[src/rtl/axi4_arb_pkg.sv]
// Shared types and constants for the AXI4 command-port arbiter.
package axi4_arb_pkg;

  typedef enum logic [1:0] {
    S_IDLE = 2'd0,
    S_ADDR = 2'd1,
    S_WAIT = 2'd2
  } state_e;

  localparam logic C_ATYPE_RD = 1'b0;
  localparam logic C_ATYPE_WR = 1'b1;

  // Index width for a requester vector; never narrower than one bit.
  function automatic int idx_w(input int n);
    return (n > 1) ? $clog2(n) : 1;
  endfunction

endpackage

[src/rtl/axi4_cmd_arbiter_rr_pick.sv]
// Combinational round-robin picker: first set request at or after the
// pointer, wrapping modulo NUM_REQ. Returns a one-hot grant and its index.
module rr_pick
  import axi4_arb_pkg::*;
#(
  parameter int NUM_REQ = 4,
  parameter int IDX_W   = idx_w(NUM_REQ)
) (
  input  logic [NUM_REQ-1:0] req_i,
  input  logic [IDX_W-1:0]   ptr_i,
  output logic [NUM_REQ-1:0] gnt_o,
  output logic [IDX_W-1:0]   idx_o,
  output logic               any_o
);

  // Scan the requesters in rotated order and keep the first hit.
  always_comb begin
    int               j;
    logic [IDX_W-1:0] jj;
    gnt_o = '0;
    idx_o = '0;
    any_o = 1'b0;
    j     = 0;
    jj    = '0;
    for (int k = 0; k < NUM_REQ; k++) begin
      j = int'(ptr_i) + k;
      if (j >= NUM_REQ) j = j - NUM_REQ;
      jj = IDX_W'(j);
      if (!any_o && req_i[jj]) begin
        any_o     = 1'b1;
        gnt_o[jj] = 1'b1;
        idx_o     = jj;
      end
    end
  end

endmodule

[src/rtl/axi4_cmd_arbiter.sv]
// Round-robin sharing of one AXI4 address channel between NUM_REQ
// frame-buffer requesters, one burst outstanding at a time. Completion is
// detected from the B (write) or last R beat (read) handshake; a watchdog
// abandons bursts that never complete.
module axi4_cmd_arbiter
  import axi4_arb_pkg::*;
#(
  parameter int NUM_REQ = 4,
  parameter int ADDR_W  = 32,
  parameter int TIMEOUT = 4096
) (
  input  logic                      axi_clk,
  input  logic                      axi_reset,
  input  logic [NUM_REQ-1:0]        req_valid,
  input  logic [NUM_REQ-1:0]        req_type,
  input  logic [NUM_REQ*ADDR_W-1:0] req_addr,
  input  logic [NUM_REQ*8-1:0]      req_len,
  output logic [NUM_REQ-1:0]        req_ready,
  output logic [NUM_REQ-1:0]        req_done,
  output logic [NUM_REQ-1:0]        grant,
  output logic                      axi_avalid,
  input  logic                      axi_aready,
  output logic                      axi_atype,
  output logic [ADDR_W-1:0]         axi_aaddr,
  output logic [7:0]                axi_alen,
  output logic [7:0]                axi_aid,
  input  logic                      axi_bvalid,
  input  logic                      axi_bready,
  input  logic                      axi_rvalid,
  input  logic                      axi_rready,
  input  logic                      axi_rlast,
  output logic                      busy,
  output logic                      timeout_err
);

  localparam int                IDX_W    = idx_w(NUM_REQ);
  localparam int                WD_W     = $clog2(TIMEOUT + 1);
  localparam logic [WD_W-1:0]   WD_MAX   = WD_W'(TIMEOUT);
  localparam logic [IDX_W-1:0]  IDX_LAST = IDX_W'(NUM_REQ - 1);

  state_e               state_q;
  logic [IDX_W-1:0]     rr_ptr_q;
  logic [IDX_W-1:0]     rr_ptr_d;
  logic [IDX_W-1:0]     gidx_q;
  logic [WD_W-1:0]      wdog_q;
  logic [WD_W-1:0]      wdog_d;
  logic [NUM_REQ-1:0]   grant_q;
  logic [NUM_REQ-1:0]   req_ready_q;
  logic [NUM_REQ-1:0]   req_done_q;
  logic                 avalid_q;
  logic                 atype_q;
  logic [ADDR_W-1:0]    aaddr_q;
  logic [7:0]           alen_q;
  logic [7:0]           aid_q;
  logic                 busy_q;
  logic                 timeout_err_q;

  logic [NUM_REQ-1:0]   pick_gnt;
  logic [IDX_W-1:0]     pick_idx;
  logic                 pick_any;
  logic                 cap_type;
  logic [ADDR_W-1:0]    cap_addr;
  logic [7:0]           cap_len;
  logic                 burst_cmpl;
  logic                 wd_expire;

  rr_pick #(
    .NUM_REQ (NUM_REQ),
    .IDX_W   (IDX_W)
  ) u_rr_pick (
    .req_i (req_valid),
    .ptr_i (rr_ptr_q),
    .gnt_o (pick_gnt),
    .idx_o (pick_idx),
    .any_o (pick_any)
  );

  // Select the fields of the requester the picker chose.
  always_comb begin
    cap_type = C_ATYPE_RD;
    cap_addr = '0;
    cap_len  = '0;
    for (int i = 0; i < NUM_REQ; i++) begin
      if (pick_gnt[i]) begin
        cap_type = req_type[i];
        cap_addr = req_addr[i*ADDR_W +: ADDR_W];
        cap_len  = req_len[i*8 +: 8];
      end
    end
  end

  // Burst completion, saturating watchdog step and next round-robin pointer.
  always_comb begin
    if (atype_q == C_ATYPE_WR) burst_cmpl = axi_bvalid & axi_bready;
    else                       burst_cmpl = axi_rvalid & axi_rready & axi_rlast;
    wdog_d    = (wdog_q == WD_MAX) ? wdog_q : wdog_q + WD_W'(1);
    wd_expire = (wdog_d == WD_MAX);
    rr_ptr_d  = (gidx_q == IDX_LAST) ? '0 : gidx_q + IDX_W'(1);
  end

  // Arbitration FSM; every output is a register written here.
  always_ff @(posedge axi_clk or posedge axi_reset) begin
    if (axi_reset) begin
      state_q       <= S_IDLE;
      rr_ptr_q      <= '0;
      gidx_q        <= '0;
      wdog_q        <= '0;
      grant_q       <= '0;
      req_ready_q   <= '0;
      req_done_q    <= '0;
      avalid_q      <= 1'b0;
      atype_q       <= C_ATYPE_RD;
      aaddr_q       <= '0;
      alen_q        <= '0;
      aid_q         <= '0;
      busy_q        <= 1'b0;
      timeout_err_q <= 1'b0;
    end else begin
      req_ready_q <= '0;
      req_done_q  <= '0;
      case (state_q)
        S_IDLE: begin
          if (pick_any) begin
            state_q  <= S_ADDR;
            busy_q   <= 1'b1;
            grant_q  <= pick_gnt;
            gidx_q   <= pick_idx;
            avalid_q <= 1'b1;
            atype_q  <= cap_type;
            aaddr_q  <= cap_addr;
            alen_q   <= cap_len;
            aid_q    <= {{(8-IDX_W){1'b0}}, pick_idx};
          end
        end
        S_ADDR: begin
          if (axi_aready) begin
            state_q     <= S_WAIT;
            avalid_q    <= 1'b0;
            req_ready_q <= grant_q;
            wdog_q      <= '0;
          end
        end
        S_WAIT: begin
          wdog_q <= wdog_d;
          // A completion on the expiry cycle still counts as a clean finish.
          if (burst_cmpl || wd_expire) begin
            state_q    <= S_IDLE;
            busy_q     <= 1'b0;
            req_done_q <= grant_q;
            grant_q    <= '0;
            rr_ptr_q   <= rr_ptr_d;
            if (!burst_cmpl) timeout_err_q <= 1'b1;
          end
        end
        default: begin
          state_q  <= S_IDLE;
          busy_q   <= 1'b0;
          grant_q  <= '0;
          avalid_q <= 1'b0;
        end
      endcase
    end
  end

  assign req_ready   = req_ready_q;
  assign req_done    = req_done_q;
  assign grant       = grant_q;
  assign axi_avalid  = avalid_q;
  assign axi_atype   = atype_q;
  assign axi_aaddr   = aaddr_q;
  assign axi_alen    = alen_q;
  assign axi_aid     = aid_q;
  assign busy        = busy_q;
  assign timeout_err = timeout_err_q;

endmodule
[config.mk]
export PLATFORM = sky130hd
export DESIGN_NAME = axi4_cmd_arbiter
export DESIGN_NICKNAME = d
export VERILOG_FILES = /design/src/rtl/axi4_arb_pkg.sv /design/src/rtl/axi4_cmd_arbiter_rr_pick.sv /design/src/rtl/axi4_cmd_arbiter.sv
export SDC_FILE = /design/constraint.sdc
export NUM_CORES = 1
export LEC_CHECK = 0
export CAP_MARGIN = 5
export CORE_MARGIN = 2
export CORE_UTILIZATION = 47
export DETAILED_ROUTE_END_ITERATION = 10
export PLACE_DENSITY_LB_ADDON = 0.25
export SKIP_LAST_GASP = 1
export SLEW_MARGIN = 20
export SYNTH_ARGS = -nofsm -noshare
export SYNTH_HDL_FRONTEND = slang
export SYNTH_SLANG_ARGS = --single-unit
[constraint.sdc]
create_clock -name axi_clk -period 7.36 [get_ports axi_clk]
set_input_delay 0.736 -clock axi_clk [delete_from_list [all_inputs] [get_ports axi_clk]]
set_output_delay 0.736 -clock axi_clk [all_outputs]
set_load 0.02 [all_outputs]
==> impl_metrics.py, run 1 <==
metrics = {
    "sta": {
        "finalCriticalPeriod_ns": 5.24,
        "worst_pin_slew_ns": 1.07,
        "clock.fmax_mhz": 191,
        "hold_violations": 0,
        "fin_crit_sh_pct": 71.2,
        "setup_violations": 0,
        "final-max-slew-violation-count": 0,
        "fin_tns_setup_ns": 0,
        "slew_headroom_pct": 28.9,
        "fin_ws_ns": 2.12,
        "rsz0062_at_grt": "no",
        "holdWs_ns": 0.471,
        "clock_skew_ns": 0.00895,
    },
    "placed_design": {
        "dp_worst_setup_slack_ns": 2.13,
        "gp_congestion": 0.938,
        "dp_hpwl_um": 14400,
        "port_buffers": 233,
    },
    "power": {
        "p_leak_nw": 3.04,
        "ir_drop_mv": 0.693,
        "powerDensity_mw_per_mm2": 476,
        "finalPower_w": 0.00388,
    },
    "critical_path": {
        "startpoint_type": "flop",
        "arrival_ns": 5.49,
        "r2r_end": "axi_aaddr[6]",
        "cp-end-kind": "flop",
        "r2r_cells": 9,
        "worstPathRequired_ns": 7.61,
        "r2r-start": "rr_ptr_q[0]",
        "r2r_slack_ns": 2.12,
        "path_max_fanout": 44,
        "critical_path_class": "flop to flop",
    },
    "global_route": {
        "grt.overflow.total": 0,
        "grt_use_total_pct": 31.6,
        "grt_pass1_vias": 5883,
        "grt_max_degree": 83,
        "grt_pass1_wl_um": 32100,
        "antenna_found_initial": 0,
    },
    "floorplan": {
        "dieHeight_um": 113,
        "coreArea_mm2": 0.0115,
        "start_util_pct": 48.3,
        "rows": 39,
        "dieArea_mm2": 0.0127,
        "die_w_um": 113,
        "pin_count": 240,
    },
    "run_status": {
        "status": "finished clean",
    },
    "yosys": {
        "seq_area_frac_synth_pct": 33.9,
        "synth_ff_type": "dfrtp_1",
        "synth_top_area_share_pct": 33.9,
        "yosysWarningCount": 0,
        "synthDistinctLibCells": 61,
        "synth_async_sr_flop_share_pct": 100,
        "synthTopCellsByArea": "dfrtp_1 (34%), a221oi_2 (11%), a211oi_2 (9.0%)",
        "synth-edff-count": 0,
        "synthesis.area_mm2": 0.00554,
        "synth_cells": 572,
        "ys_ff_latch": 75,
        "syn_area_per_cell_um2": 9.69,
        "yosysTopAreaCell": "dfrtp_1",
    },
    "min_path": {
        "hold_path_class": "flop to flop",
        "hold-path-cell-count": 1,
        "holdPathEnd": "timeout_err",
        "hp-start": "timeout_err",
    },
    "detailed_routing": {
        "vias": 5891,
        "initialDrtViolationCount": 605,
        "dr_wl_met2_um": 9710,
        "wirelength_met1_um": 8240,
        "drtAntennaViolNets": 0,
        "drc": 0,
        "wirelength_um": 20400,
        "first_pass_iters": 5,
        "top_layer": "met4",
        "routedWlPerCell_um": 22.4,
        "viasPerCell": 6.47,
        "met3_length_um": 1640,
    },
    "cts": {
        "h-tree-depth": 3,
        "postCtsSetupBuffers": 0,
        "cts_inserted_buffers": 9,
        "clkLatencyLatePin_ns": 0.34,
        "clockBufferDepth": 2,
        "cts.sinks": 75,
        "cts_tree": "yes",
        "cts_root_buf": "clkbuf_16",
        "clk_pin_slew_ns": 0.06,
        "cts_resized": 0,
        "ctsHoldBuffers": 0,
    },
    "finish": {
        "synthToLayoutAreaGrowth_pct": 47.1,
        "diodes": 0,
        "final_nets": 948,
        "fillCellCount": 858,
        "drive_gt1_share_pct": 15.8,
    },
    "run": {
        "drv_cap": 0,
    },
}
-- critical path, stage by stage (launching register included) --
cell,delay (ns)
dfrtp_1,0.75
inv_1,0.23
ha_1,0.54
mux4_2,0.50
o41ai_2,0.59
nand2b_2,0.94
a221o_2,0.87
buf_4,0.41
a221oi_2,0.07
a211oi_2,0.23
-- cells by family (layout without fill, tap and decap cells) --
family / count (synthesis) / count (layout) / share of synthesized area, %
XOR/XNOR: 2 / 2 / 0.316
adder cells (fa/ha/maj): 9 / 9 / 2.03
AO/OA/AOI/OAI: 209 / 209 / 35.0
AND/OR/NAND/NOR: 184 / 184 / 18.1
multiplexers: 10 / 10 / 2.80
flip-flops: 75 / 75 / 33.9
other: 1 / 6 / 0.0677
buffers and inverters: 82 / 273 / 7.86
-- synth_stat cells, drive strengths merged (6+ instances only) --
cell type,n
dfrtp,75
nand3,48
nor4,44
o22ai,43
a221oi,42
a211oi,41
buf,41
o21ai,38
clkbuf,27
nand2,23
nor2,19
inv,14
ha,9
nor3,9
a21oi,8
and3,8
and2,7
nand2b,6
nand4,6
-- registers in the layout, indices dropped and copies added, names as in the netlist, 2 cells and up --
signal and count:
rr_ptr_q 2, wdog_q 13, state_q 2, req_ready 4
axi_aaddr 32, axi_alen 8, grant 4, axi_aid 2
req_done 4
-- worst max path at each step --
stage | from | depth (start not counted) | slack [ns] | end
floorplan | rr_ptr_q[0] | 13 | 4.23 | axi_aaddr[10]
detailed placement | req_valid[3] | 8 | 2.13 | axi_aaddr[6]
global route | rr_ptr_q[0] | 9 | 1.83 | axi_aaddr[6]
CTS | rr_ptr_q[0] | 9 | 2.15 | axi_aaddr[6]
finish | rr_ptr_q[0] | 9 | 2.12 | axi_aaddr[6]
global placement | req_valid[3] | 8 | 2.29 | axi_aaddr[4]
-- report_power, final --
part / switching [W] / leakage [nW] / total (W) / internal (W)
logic: 0.00163 / 1.97 / 0.00269 / 0.00106
registers: 0.000133 / 0.918 / 0.000719 / 0.000586
clock network: 0.000183 / 0.153 / 0.000464 / 0.000281
-- cell type report --
type / count / area (µm²) / share of cell area, %
Multi-Input combinational cell: 420 / 3290 / 40.4
Timing Repair Buffer: 243 / 2450 / 30.0
Sequential cell: 75 / 1880 / 23.0
Clock buffer: 12 / 256 / 3.15
Tap cell: 143 / 179 / 2.19
Inverter: 14 / 52.6 / 0.645
Clock inverter: 4 / 48.8 / 0.599
-- metal layers --
layer	vias up	track usage [%]
met4	0	14.3
met3	57	6.91
met5	-	0
met2	300	51.4
li1	2661	-
met1	2873	40.2
-- cells in the final DEF (no fill, tap or decap), types with 18 or more instances in the layout --
cell,count
o21ai_0,35
a211oi_2,40
nor2_1,18
nand3_1,48
o22ai_1,43
a221oi_2,40
clkdlybuf4s50_1,233
dfrtp_1,75
nand2_1,23
nor4_1,44
-- metrics by stage --
step / instance area [µm²] / util (%) / std cells
global route: 8150 / 71.1 / 911
global placement: 7790 / 68.0 / 893
finish: 8150 / 71.1 / 911
floorplan: 5560 / - / 577
CTS: 8130 / 70.9 / 910
detailed placement: 7820 / 68.2 / 894
Note: power is estimated with default switching activity, not from simulation.
==> run 2, diff against run 1 <==
- CORE_UTILIZATION: 47 -> 39
- clock period: 7.36 -> 4.3 ns (I/O delays scaled with it)
==> impl_metrics.py, run 2 (synthesis results as in run 1) <==
metrics = {
    "detailed_routing": {
        "drtAntennaViolNets": 0,
        "vias": 5991,
        "initialDrtViolationCount": 510,
        "routedWlPerCell_um": 22.1,
        "drc": 0,
        "viasPerCell": 6.27,
        "first_pass_iters": 5,
        "wirelength_um": 21100,
    },
    "sta": {
        "clock_skew_ns": 0.00417,
        "rsz0062_at_grt": "no",
        "fin_crit_sh_pct": 87.9,
        "setup_violations": 0,
        "final-max-slew-violation-count": 0,
        "hold_violations": 0,
        "finalCriticalPeriod_ns": 3.78,
        "worst_pin_slew_ns": 0.834,
        "slew_headroom_pct": 44.4,
        "clock.fmax_mhz": 264,
        "fin_tns_setup_ns": 0,
    },
    "critical_path": {
        "arrival_ns": 4.01,
        "worstPathRequired_ns": 4.53,
        "cp-end-kind": "flop",
        "r2r_slack_ns": 0.52,
        "startpoint_type": "flop",
        "path_max_fanout": 41,
        "critical_path_class": "flop to flop",
        "r2r_cells": 9,
    },
    "power": {
        "swShare_pct": 50.4,
        "p_leak_nw": 3.06,
        "pwr-share-clk_pct": 11.5,
        "switching_power_w": 0.00338,
        "finalPower_w": 0.00672,
        "comb_power_share_pct": 70.4,
        "powerDensity_mw_per_mm2": 815,
        "intPower_w": 0.00333,
        "ir_drop_mv": 0.764,
        "power_frac_seq_pct": 18.1,
    },
    "min_path": {
        "hold_path_class": "flop to flop",
        "hold-path-cell-count": 1,
    },
    "placed_design": {
        "port_buffers": 233,
        "gp_congestion": 0.874,
        "dp_hpwl_um": 15100,
    },
    "global_route": {
        "grt_use_total_pct": 26.7,
        "grt_pass1_vias": 5767,
        "grt_max_degree": 43,
        "antenna_found_initial": 0,
        "grt.overflow.total": 0,
        "grt_pass1_wl_um": 31600,
    },
    "finish": {
        "fillCellCount": 1175,
        "layout_commonest_cell": "clkdlybuf4s50_1",
        "final_nets": 954,
        "final_cell_mix": "clkdlybuf4s50_1 (233), dfrtp_1 (75), nand3_1 (48)",
        "synthToLayoutAreaGrowth_pct": 48.7,
        "largest_register_ffs": 32,
        "drive_gt1_share_pct": 16.5,
    },
    "cts": {
        "ctsHoldBuffers": 0,
        "cts_tree": "yes",
        "cts_inserted_buffers": 9,
        "clk_pin_slew_ns": 0.06,
        "cts_resized": 0,
        "h-tree-depth": 3,
        "postCtsSetupBuffers": 0,
        "clkLatencyLatePin_ns": 0.33,
        "cts_root_buf": "clkbuf_16",
        "clockBufferDepth": 2,
        "cts.sinks": 75,
    },
    "run_status": {
        "status": "finished clean",
    },
    "floorplan": {
        "coreArea_mm2": 0.0139,
        "dieHeight_um": 123,
        "die_w_um": 123,
        "rows": 43,
        "dieArea_mm2": 0.0152,
        "start_util_pct": 39.9,
        "pin_count": 240,
    },
    "run": {
        "drv_cap": 0,
    },
}
[run 2: metrics by stage]
step                      utilization [%]  hold WS, ns  instances  area [µm²]  worst slack [ns]
after floorplan                         -        0.478        577        5560              1.17
after global placement               56.9        0.446        937        7900             0.784
after detailed placement             57.1        0.456        938        7930             0.601
after CTS                            59.3        0.474        954        8240             0.558
after global routing                 59.3        0.484        954        8240             0.280
final                                59.4        0.468        956        8240             0.519
[run 2: area by class of cell]
class                   count  area, µm²  area share [%]
diodes                      2       5.00          0.0607
repair buffers            249       2480            30.2
flip-flops and latches     75       1880            22.8
clock buffers              10        239            2.90
well taps                 180        225            2.73
multi-input cells         420       3290            39.9
inverters                  14       53.8           0.653
clock inverters             6       65.1           0.789
[run 2: per-layer routing]
metal	vias to the layer above	part of all wire, %	track usage (%)
met4	0	4.0	12.1
met5	-	0	0
met1	2940	40	34.1
met3	62	8.3	6.13
li1	2673	-	-
met2	316	48	43.2
[run 2: worst max-delay path: stages, from the launching register on]
cell	delay [ns]
dfrtp_1	0.63
inv_1	0.18
ha_1	0.52
mux4_2	0.50
nor4b_4	0.40
nand2_1	0.17
o21ai_4	0.10
buf_4	0.62
a221oi_1	0.21
a211oi_1	0.29
[run 2: path summary, 6_finish.rpt]
check,from,to
worst max-delay path,rr_ptr_q[1],axi_aaddr[30]
worst min-delay path,timeout_err,timeout_err
worst max register to register,rr_ptr_q[1],axi_aaddr[30]
worst min register to register,timeout_err,timeout_err
max in group asynchronous,axi_reset,wdog_q[2]
min in group asynchronous,axi_reset,axi_aaddr[5]
[run 2: power groups by stage]
| stage | registers (W) | clock network (W) | logic [W] |
|---|---|---|---|
| after floorplan | 0.00146 | 0 | 0.00301 |
| after CTS | 0.00121 | 0.000790 | 0.00468 |
| after detailed placement | 0.00122 | 0 | 0.00467 |
| after global routing | 0.00124 | 0.000827 | 0.00502 |
| final | 0.00121 | 0.000774 | 0.00473 |
| after global placement | 0.00121 | 0 | 0.00450 |
==> run 3, diff against run 2 <==
--- a/config.mk
+++ b/config.mk
@@ -7,6 +7,8 @@
 export LEC_CHECK = 0
 export CAP_MARGIN = 5
+export CORE_ASPECT_RATIO = 1.4
 export CORE_MARGIN = 2
 export CORE_UTILIZATION = 39
+export CTS_CLUSTER_DIAMETER = 100
 export DETAILED_ROUTE_END_ITERATION = 10
 export PLACE_DENSITY_LB_ADDON = 0.25
==> constraint.sdc (replaced) <==
create_clock -name axi_clk -period 4.3 [get_ports axi_clk]
set_input_delay 0.43 -clock axi_clk [delete_from_list [all_inputs] [get_ports axi_clk]]
set_output_delay 0.43 -clock axi_clk [all_outputs]
set_load 0.005 [all_outputs]
==> impl_metrics.py, run 3 (synthesis results as in run 1) <==
metrics = {
    "detailed_routing": {
        "viasPerCell": 6.17,
        "wirelength_um": 21300,
        "vias": 5921,
        "routedWlPerCell_um": 22.2,
        "drtAntennaViolNets": 0,
        "first_pass_iters": 5,
        "initialDrtViolationCount": 366,
        "drc": 0,
    },
    "finish": {
        "drive_gt1_share_pct": 16.5,
        "layout_commonest_cell": "clkdlybuf4s50_1",
        "fillCellCount": 1200,
        "final_cell_mix": "clkdlybuf4s50_1 (233), dfrtp_1 (75), nand3_1 (48)",
        "largest_register_ffs": 32,
        "final_nets": 954,
        "synthToLayoutAreaGrowth_pct": 50.5,
    },
    "sta": {
        "setup_violations": 0,
        "hold_violations": 0,
        "final-max-slew-violation-count": 0,
        "clock.fmax_mhz": 267,
        "rsz0062_at_grt": "no",
        "fin_tns_setup_ns": 0,
        "finalCriticalPeriod_ns": 3.75,
        "fin_crit_sh_pct": 87.2,
        "clock_skew_ns": 0.00870,
        "slew_headroom_pct": 39.0,
        "worst_pin_slew_ns": 0.893,
    },
    "cts": {
        "cts_resized": 0,
        "h-tree-depth": 3,
        "cts_root_buf": "clkbuf_16",
        "cts.sinks": 75,
        "ctsHoldBuffers": 0,
        "cts_inserted_buffers": 9,
        "clkLatencyLatePin_ns": 0.35,
        "clockBufferDepth": 2,
        "clk_pin_slew_ns": 0.07,
        "postCtsSetupBuffers": 0,
        "cts_tree": "yes",
    },
    "global_route": {
        "grt_max_degree": 76,
        "antenna_found_initial": 1,
        "grt.overflow.total": 0,
        "grt_pass1_vias": 5920,
        "grt_use_total_pct": 27.4,
        "grt_pass1_wl_um": 33300,
    },
    "floorplan": {
        "dieArea_mm2": 0.0152,
        "die_w_um": 105,
        "coreArea_mm2": 0.0139,
        "pin_count": 240,
        "rows": 51,
        "start_util_pct": 39.8,
        "dieHeight_um": 145,
    },
    "power": {
        "finalPower_w": 0.00658,
        "powerDensity_mw_per_mm2": 789,
        "p_leak_nw": 3.10,
        "ir_drop_mv": 0.510,
    },
    "critical_path": {
        "r2r_cells": 9,
        "crit_path_max_incr_delay_ns": 0.62,
        "path_max_fanout": 42,
        "worstPathRequired_ns": 4.55,
        "cp-end-kind": "flop",
        "critical_path_class": "flop to flop",
        "arrival_ns": 4.00,
        "startpoint_type": "flop",
        "slowest_stage": "dfrtp_1",
        "r2r_end": "axi_aaddr[15]",
        "r2r-start": "rr_ptr_q[1]",
        "worstPathCellList": "inv_1, ha_1, mux4_2, o41ai_2, nor2_4, o21ai_4, buf_4, o22ai_1, a211oi_2",
        "r2r_slack_ns": 0.55,
    },
    "run": {
        "drv_cap": 0,
    },
    "placed_design": {
        "dp_hpwl_um": 15100,
        "port_buffers": 233,
        "gp_congestion": 0.938,
    },
    "run_status": {
        "status": "finished clean",
    },
    "min_path": {
        "hold_path_class": "primary input to asynchronous set/reset pin",
    },
}
## run 3: critical path: cells and delay by family, from the launching register on
family                     cells  cell delay (ns)
AOI/OAI and AO/OA              4             1.10
buffers and inverters          2             0.65
DFF                            1             0.62
adders and majority gates      1             0.52
muxes                          1             0.49
and+or+nand+nor                1             0.25
## run 3: worst max path at each step
stage | start | endpoint | slack [ns]
after global placement | rr_ptr_q[1] | axi_aaddr[11] | 0.79
after floorplan | rr_ptr_q[0] | axi_aaddr[10] | 1.17
final | rr_ptr_q[1] | axi_aaddr[15] | 0.55
after global routing | rr_ptr_q[1] | axi_aaddr[2] | 0.33
after detailed placement | rr_ptr_q[1] | axi_aaddr[15] | 0.61
after CTS | rr_ptr_q[1] | axi_aaddr[15] | 0.59
## run 3: final cells by class
class	instances	area [µm²]	share of cell area, %
multi-input cells	420	3290	39.5
repair buffers	249	2530	30.3
flip-flops and latches	75	1880	22.5
well taps	185	231	2.78
clock buffers	9	225	2.70
clock inverters	7	130	1.56
inverters	14	52.6	0.630
diodes	1	2.50	0.0300
## run 3: stage by stage
stage	hold slack (ns)	setup WS, ns	utilization, %	instance area, µm²	cells
floorplan	0.451	1.17	-	5560	577
global placement	0.472	0.792	57.0	7930	941
detailed placement	0.465	0.605	57.2	7960	942
CTS	0.489	0.594	59.7	8310	958
global route	0.481	0.333	60.0	8340	960
finish	0.453	0.552	60.0	8340	960
## run 3: report_power, final
part / switching [W] / leakage, nW / total, W / internal, W
sequential: 0.000210 / 0.918 / 0.00121 / 0.00100
clock: 0.000334 / 0.174 / 0.000913 / 0.000579
combinational: 0.00256 / 2.01 / 0.00446 / 0.00190
## run 3: per-layer routing
layer	part of all wire [%]	routed length, µm	track usage, %	up-vias
met3	6.7	1420	5.53	71
met2	50	10600	45.9	293
met5	0	0	0	-
met1	38	8140	32.6	2889
li1	-	-	-	2668
met4	5.4	1150	15.3	0
